===== config.mk =====
export PLATFORM = sky130hd
export DESIGN_NAME = instr_fetch
export DESIGN_NICKNAME = d
export VERILOG_FILES = /design/src/rtl/instr_fetch.sv
export SDC_FILE = /design/constraint.sdc
export NUM_CORES = 1
export LEC_CHECK = 0
export ABC_AREA = 1
export CAP_MARGIN = 20
export CORE_ASPECT_RATIO = 1.5
export CORE_MARGIN = 2
export CORE_UTILIZATION = 45
export CTS_CLUSTER_SIZE = 28
export DETAILED_ROUTE_END_ITERATION = 10
export GPL_ROUTABILITY_DRIVEN = 1
export HOLD_SLACK_MARGIN = 0.08
export PLACE_DENSITY = 0.88
export RECOVER_POWER = 25
export SLEW_MARGIN = 0
export SYNTH_ARGS = -nofsm -noshare
export SYNTH_HDL_FRONTEND = slang
export SYNTH_SLANG_ARGS = --single-unit
export TNS_END_PERCENT = 10

===== constraint.sdc =====
create_clock -name clk -period 1.97 [get_ports clk]
set_input_delay 0.591 -clock clk [delete_from_list [all_inputs] [get_ports clk]]
set_output_delay 0.591 -clock clk [all_outputs]
set_load 0.005 [all_outputs]

===== src/rtl/instr_fetch.sv =====
// Instruction fetch front end: holds the PC, issues one imem request at a time and hands words to decode.
// Optional fetch/squash statistics counters are enabled by defining INSTR_FETCH_STATS_EN.
module instr_fetch #(
    parameter logic [31:0] RESET_PC = 32'h0000_0000,
    parameter logic [31:0] PC_STEP  = 32'd4
) (
    input  logic        clk,
    input  logic        rst_n,
    output logic        imem_req,
    output logic [31:0] imem_addr,
    input  logic        imem_rvalid,
    input  logic [31:0] imem_rdata,
    output logic        instr_valid,
    input  logic        instr_ready,
    output logic [31:0] instruction_code,
    output logic [31:0] pc_out,
    input  logic        redirect_valid,
    input  logic [31:0] redirect_pc
`ifdef INSTR_FETCH_STATS_EN
    ,
    output logic [31:0] fetch_cnt,
    output logic [15:0] squash_cnt
`endif
);

    localparam logic [31:0] NOP_INSTR = 32'h0000_0013;

    typedef enum logic [1:0] {
        S_ISSUE,
        S_WAIT,
        S_HOLD,
        S_DROP
    } state_t;

    state_t      state;
    state_t      state_nxt;
    logic [31:0] pc;
    logic [31:0] pc_nxt;
    logic        req_q;
    logic        capture;
    logic        unused_redirect_lsb;

    assign unused_redirect_lsb = ^redirect_pc[1:0];

    assign imem_req  = req_q;
    assign imem_addr = pc;

    always_comb begin
        state_nxt = state;
        pc_nxt    = pc;
        capture   = 1'b0;
        case (state)
            // req_q low in S_ISSUE only right after reset: spend one cycle raising the strobe
            S_ISSUE: if (req_q) state_nxt = S_WAIT;
            S_WAIT: begin
                if (imem_rvalid) begin
                    capture   = 1'b1;
                    pc_nxt    = pc + PC_STEP;
                    state_nxt = S_HOLD;
                end
            end
            S_HOLD:  if (instr_ready) state_nxt = S_ISSUE;
            S_DROP:  if (imem_rvalid) state_nxt = S_ISSUE;
            default: state_nxt = S_ISSUE;
        endcase

        if (redirect_valid) begin
            capture = 1'b0;
            pc_nxt  = {redirect_pc[31:2], 2'b00};
            case (state)
                S_ISSUE:        state_nxt = req_q ? S_DROP : S_ISSUE;
                S_WAIT, S_DROP: state_nxt = imem_rvalid ? S_ISSUE : S_DROP;
                default:        state_nxt = S_ISSUE;
            endcase
        end
    end

    always_ff @(posedge clk or negedge rst_n) begin
        if (!rst_n) begin
            state       <= S_ISSUE;
            pc          <= RESET_PC;
            req_q       <= 1'b0;
            instr_valid <= 1'b0;
        end else begin
            state       <= state_nxt;
            pc          <= pc_nxt;
            req_q       <= (state_nxt == S_ISSUE);
            instr_valid <= (state_nxt == S_HOLD);
        end
    end

    // Delivered word and its address only move on capture; they persist after instr_valid drops
    always_ff @(posedge clk or negedge rst_n) begin
        if (!rst_n) begin
            instruction_code <= NOP_INSTR;
            pc_out           <= 32'h0000_0000;
        end else if (capture) begin
            instruction_code <= imem_rdata;
            pc_out           <= pc;
        end
    end

`ifdef INSTR_FETCH_STATS_EN
    logic fetch_evt;
    logic squash_evt;

    assign fetch_evt  = instr_valid & instr_ready & ~redirect_valid;
    assign squash_evt = redirect_valid &
                        ((state == S_HOLD) || (state == S_WAIT) ||
                         ((state == S_ISSUE) && req_q) ||
                         ((state == S_DROP) && imem_rvalid));

    always_ff @(posedge clk or negedge rst_n) begin
        if (!rst_n) begin
            fetch_cnt  <= 32'd0;
            squash_cnt <= 16'd0;
        end else begin
            if (fetch_evt)  fetch_cnt  <= fetch_cnt + 32'd1;
            if (squash_evt) squash_cnt <= squash_cnt + 16'd1;
        end
    end
`endif

endmodule


==> flow_summary.yaml, run 1 <==
power_and_ir_drop:
  ir_drop_v: 0.000559
  leakage_nw: 3.31
  p_per_area_nw_per_um2: 1160
setup_path:
  worst_ep_required_time_ps: 1380
  path_max_fanout: 5
  slowest_delay_ps: 570
  crit_start: "imem_addr[29]$_DFFE_PN0P_"
  critPathKind: "reg -> out"
  critPathLaunchType: "flip-flop"
  critical_path.cell_chain: "clkdlybuf4s50_1"
  cp_num_buf_inv: 1
  cp.arrival_ps: 1370
  cp_top_family: "buffers and inverters"
  endpoint_kind: "output pin"
  slowest_stage: "clkdlybuf4s50_1"
  r2r_start: "imem_addr[2]$_DFFE_PN0P_"
timing:
  min_period_ps: 1960
  fmax_mhz: 510
  setup_tns_ps: 0
  whs_ps: 357
  hold_viol_final: 0
  worst_pin_slew_ps: 886
  fin_skew_ps: 8.00
  grt_setup_unrepaired: "no"
  period_share: 0.994
  finalSetupViolCount: 0
  report.final.slew_viol_count: 0
  slew_headroom: 0.410
place:
  placed_cells: 854
  io_buffers: 160
  gp_congestion: 0.930
  dp_hpwl_um: 10600
floorplan:
  start_util: 0.459
  ios: 167
  coreArea_sq_um: 10100
  fp.dieH_um: 128
  rows: 45
  die_area_sq_um: 11100
  die_w_um: 86.8
synth:
  yosys.cell_types.count: 34
  netlist_area_sq_um: 4620
  syn_inst: 573
  synth_seq_area_share: 0.520
  synth_warnings: 0
  syn_avg_cell_area_sq_um: 8.07
  synth_seq_cells: 96
clock_network:
  clk_pin_slew_ps: 70
  root_buffer: "clkbuf_16"
  cts_tree: "done"
  cts_made_buffers: 9
  cts_buffer_depth: 2
  cts_htree_levels: 3
  clk_latency_ps: 340
  clock_sinks: 96
  ctsHoldBuffers: 0
detailed_routing:
  drcViolationCount: 0
  firstDrtPassIters: 5
  drt_wl_total_um: 13900
  num_vias: 4627
  vias_per_cell: 5.32
  ant_nets: 0
  wl_per_cell_um: 16.0
  drt_iter0_drc: 367
grt:
  gr-total-overflow: 0
  grt_antenna_before_repair: 0
  grt_pass1_vias: 4731
  grt_max_degree: 38
  grt_pass1_wl_um: 22100
  grtUsageTotal: 0.253
finish:
  synthToLayoutAreaGrowth_pct: 48.9
  nNetsFinal: 818
  num_antenna_cells: 0
  finalNonFillerCells: 870
  final_util: 0.683
  fill_cells: 740
  layout-drive-gt1-share: 0.118
job:
  max_cap_violations: 0
hold_path:
  hold_path_class: "in -> async"
outcome:
  outcome: "completed"
-- worst paths after layout --
path	to	slack (ps)	cells past startpoint
max in group asynchronous	imem_addr[12]$_DFFE_PN0P_	310	2
hold reg to reg	instruction_code[1]$_DFFE_PN1P_	470	2
setup / recovery	imem_addr[29]	10	1
hold / removal	pc_out[25]$_DFFE_PN0P_	360	1
min in group clk	instruction_code[1]$_DFFE_PN1P_	470	2
setup reg to reg	imem_addr[24]$_DFFE_PN0P_	240	8
-- registers in the layout, indices dropped and copies added (netlist names) --
register	count
imem_addr	30
imem_req	1
instr_valid	1
instruction_code	32
pc_out	30
state	2
-- through the flow --
stage	area, sq um	power (mW)	setup slack (ps)
detailed placement	6580	6.18	-99.6
global route	6890	8.46	4.79
floorplan	4640	4.14	497
CTS	6910	8.07	2.46
global placement	6580	6.03	-51.9
finish	6890	8.00	10.9
-- layer usage --
layer / part of all wire / vias up / track usage / wire length [um]
met1: 0.37 / 2182 / 0.286 / 5150
li1: - / 2174 / - / -
met4: 0.040 / 0 / 0.123 / 553
met5: 0 / - / 0 / 0
met2: 0.53 / 219 / 0.452 / 7380
met3: 0.057 / 52 / 0.0431 / 794
-- placed cells by master, fill, tap and decap left out, types with 4 or more instances in the layout --
cell,instances
conb_1,4
clkdlybuf4s50_1,156
dfrtp_2,13
nor2_8,4
nor3_1,5
inv_2,5
nand4_1,14
dfrtp_1,80
buf_4,16
a21oi_1,8
nand2_2,6
nor2_4,4
o21ai_0,30
nor2_1,56
xor2_1,5
inv_1,34
nand3_1,39
nand2_1,214
clkbuf_16,9
buf_12,8
-- power by group --
| part | total [mW] | switching, mW | internal (mW) |
|---|---|---|---|
| clock network | 1.88 | 0.742 | 1.14 |
| logic | 2.91 | 1.17 | 1.74 |
| registers | 3.21 | 0.499 | 2.71 |
| total | 8.00 | 2.41 | 5.59 |
-- cells in the mapped netlist --
cell	number	area share
a211oi_1	2	0.0032
a21oi_1	8	0.0087
a21oi_2	1	0.0019
a22oi_2	1	0.0027
a31oi_1	1	0.0014
a41oi_1	1	0.0019
buf_2	16	0.017
buf_4	4	0.0065
clkbuf_1	6	0.0049
conb_1	1	0.00081
dfrtp_1	93	0.50
dfstp_2	3	0.017
ha_1	1	0.0027
inv_1	34	0.028
inv_2	5	0.0041
nand2_1	214	0.17
nand2_2	6	0.0081
nand2_4	3	0.0073
nand3_1	39	0.042
nand3_2	3	0.0065
nand3b_1	2	0.0032
nand4_1	14	0.019
nor2_1	56	0.045
nor2_2	4	0.0054
nor2_4	3	0.0073
nor2_8	4	0.017
nor3_1	5	0.0054
o211ai_1	1	0.0016
o21a_1	1	0.0016
o21ai_0	30	0.032
o21ai_1	1	0.0011
o21bai_1	2	0.0032
o221ai_1	3	0.0057
xor2_1	5	0.0095
-- cell families after synthesis --
logic type | Yosys count | synth area share
compound gates | 52 | 0.0655
xor+xnor | 5 | 0.00947
fa+ha+maj | 1 | 0.00271
buf+inv | 65 | 0.0603
flops | 96 | 0.520
other cells | 1 | 0.000811
simple gates | 353 | 0.341
-- layout make-up --
type	count	area [sq um]	area share
sequential	96	2420	0.352
multi-input combinational	415	1960	0.284
timing repair buffer	187	1890	0.275
clock buffer	10	239	0.0347
inverter	39	146	0.0213
tap	117	146	0.0213
clock inverter	6	82.6	0.0120
-- what timing repair did --
action                     4_1_cts  5_1_grt
pin swaps                        0        0
setup buffers                    0        0
gates resized for setup          8        8
setup endpoints to repair        8        8
No activity file was read; power rests on OpenSTA's default activity.
==> run 2: changes to the inputs <==
ABC_CLOCK_PERIOD_IN_PS = 1970   (was unset)
==> results of run 2 <==
Final layout, timing and power as in run 1 (identical DEF).
==> run 3: changes to the inputs <==
ABC_CLOCK_PERIOD_IN_PS = unset   (was 1970)
CORE_MARGIN = unset   (was 2)
HOLD_SLACK_MARGIN = unset   (was 0.08)
==> flow_summary.yaml, run 3 (synthesis gave the netlist of run 1 again) <==
setup_path:
  worst_ep_required_time_ps: 1380
  path_max_fanout: 5
  cp_num_buf_inv: 1
  critPathKind: "reg -> out"
  slowest_stage: "clkdlybuf4s50_1"
  critPathLaunchType: "flip-flop"
  slowest_delay_ps: 570
  cp_top_family: "buffers and inverters"
  endpoint_kind: "output pin"
  cp.arrival_ps: 1360
  critical_path.cell_chain: "clkdlybuf4s50_1"
timing:
  setup_tns_ps: 0
  worst_pin_slew_ps: 880
  min_period_ps: 1950
  report.final.slew_viol_count: 0
  hold_viol_final: 0
  slew_headroom: 0.414
  fmax_mhz: 514
  grt_setup_unrepaired: "no"
  fin_skew_ps: 8.68
  period_share: 0.988
  finalSetupViolCount: 0
place:
  gp_congestion: 0.894
  placed_cells: 855
  io_buffers: 160
  dpl_cell_area_sq_um: 6530
  dp_hpwl_um: 10200
clock_network:
  root_buffer: "clkbuf_16"
  cts_htree_levels: 3
  clock_sinks: 96
  clk_latency_ps: 350
  clk_pin_slew_ps: 60
  cts_buffer_depth: 2
  postCtsSetupRepairBufs: 0
  cts_made_buffers: 9
  ctsHoldBuffers: 0
  cts_tree: "done"
job:
  max_cap_violations: 0
finish:
  synthToLayoutAreaGrowth_pct: 47.6
  largest_reg_flops: 32
  stdcell_area_sq_um: 6830
  finalNonFillerCells: 871
  nNetsFinal: 819
  layout-drive-gt1-share: 0.118
  fill_cells: 777
  final_util: 0.677
  regMostFlops: "instruction_code"
  num_antenna_cells: 0
  final_cell_mix: "nand2_1, clkdlybuf4s50_1, dfrtp_1"
  final_common_cell: "nand2_1"
floorplan:
  fp.dieH_um: 126
  die_w_um: 84.8
  ios: 167
  coreArea_sq_um: 10100
  die_area_sq_um: 10700
  rows: 45
  start_util: 0.459
power_and_ir_drop:
  ir_drop_v: 0.000488
  p_per_area_nw_per_um2: 1140
  leakage_nw: 3.29
hold_path:
  hold_path_class: "in -> async"
grt:
  grtUsageTotal: 0.260
  grt_max_degree: 45
  grt_pass1_wl_um: 21600
  gr-total-overflow: 0
  grt_antenna_before_repair: 0
  grt_pass1_vias: 4587
detailed_routing:
  firstDrtPassIters: 10
  ant_nets: 0
  drcViolationCount: 12
  vias_per_cell: 5.18
  drt_iter0_drc: 317
  wl_per_cell_um: 15.2
  num_vias: 4510
  drt_wl_total_um: 13300
outcome:
  outcome: "finished, violations left"
  violations: "design-rule violations"
==> run 3: cell count changes in the layout (fill, tap and decap cells not counted), sizes merged <==
cell / delta
buf: +3
bufinv: -1
clkbuf: -3
clkinv: +1
clkinvlp: +1
==> run 3: what timing repair did <==
item,4_1_cts,5_1_grt
gates resized for setup,7,7
setup endpoints to repair,7,7
pin swaps,0,0
==> run 3: report_power, final <==
group | total (mW) | leakage, nW | switching [mW] | internal [mW]
Clock | 1.73 | 0.141 | 0.748 | 0.983
Combinational | 2.88 | 1.99 | 1.16 | 1.72
Sequential | 3.19 | 1.16 | 0.478 | 2.71
==> run 3: final timing paths <==
path                            slack, ps  cells after the start                              end                       startpoint
worst max register to register        220                      8        imem_addr[24]$_DFFE_PN0P_         imem_addr[2]$_DFFE_PN0P_
max in group asynchronous             380                      2        imem_addr[13]$_DFFE_PN0P_                            rst_n
worst min register to register        470                      2  instruction_code[4]$_DFFE_PN1P_  instruction_code[4]$_DFFE_PN1P_
worst min-delay path                  350                      1  instruction_code[2]$_DFFE_PN0P_                            rst_n
min in group clk                      470                      2  instruction_code[4]$_DFFE_PN1P_  instruction_code[4]$_DFFE_PN1P_
worst max-delay path                   20                      1                    imem_addr[14]        imem_addr[14]$_DFFE_PN0P_
==> run 3: cell type report <==
type	count	area, sq um	share of cell area
Sequential cell	96	2420	0.354
Multi-Input combinational cell	415	1960	0.286
Clock inverter	7	72.6	0.0106
Clock buffer	9	225	0.0330
Timing Repair Buffer	188	1860	0.273
Tap cell	117	146	0.0214
Inverter	39	146	0.0214
==> run 3: through the flow <==
step           worst slack [ps]  hold WS (ps)  power, mW
2_1_floorplan               497           295       4.14
3_3_place_gp               -110           449       5.99
3_5_place_dp               -128           456       6.12
4_1_cts                    4.15           204       7.87
5_1_grt                    7.55           421       8.31
6_report                   23.4           354       7.80
==> run 3: routing by layer <==
metal | GRT usage | up-vias | wire length, um
met5 | 0 | - | 0
met4 | 0.160 | 0 | 566
met2 | 0.461 | 197 | 6990
met3 | 0.0446 | 44 | 751
li1 | - | 2164 | -
met1 | 0.287 | 2105 | 4970
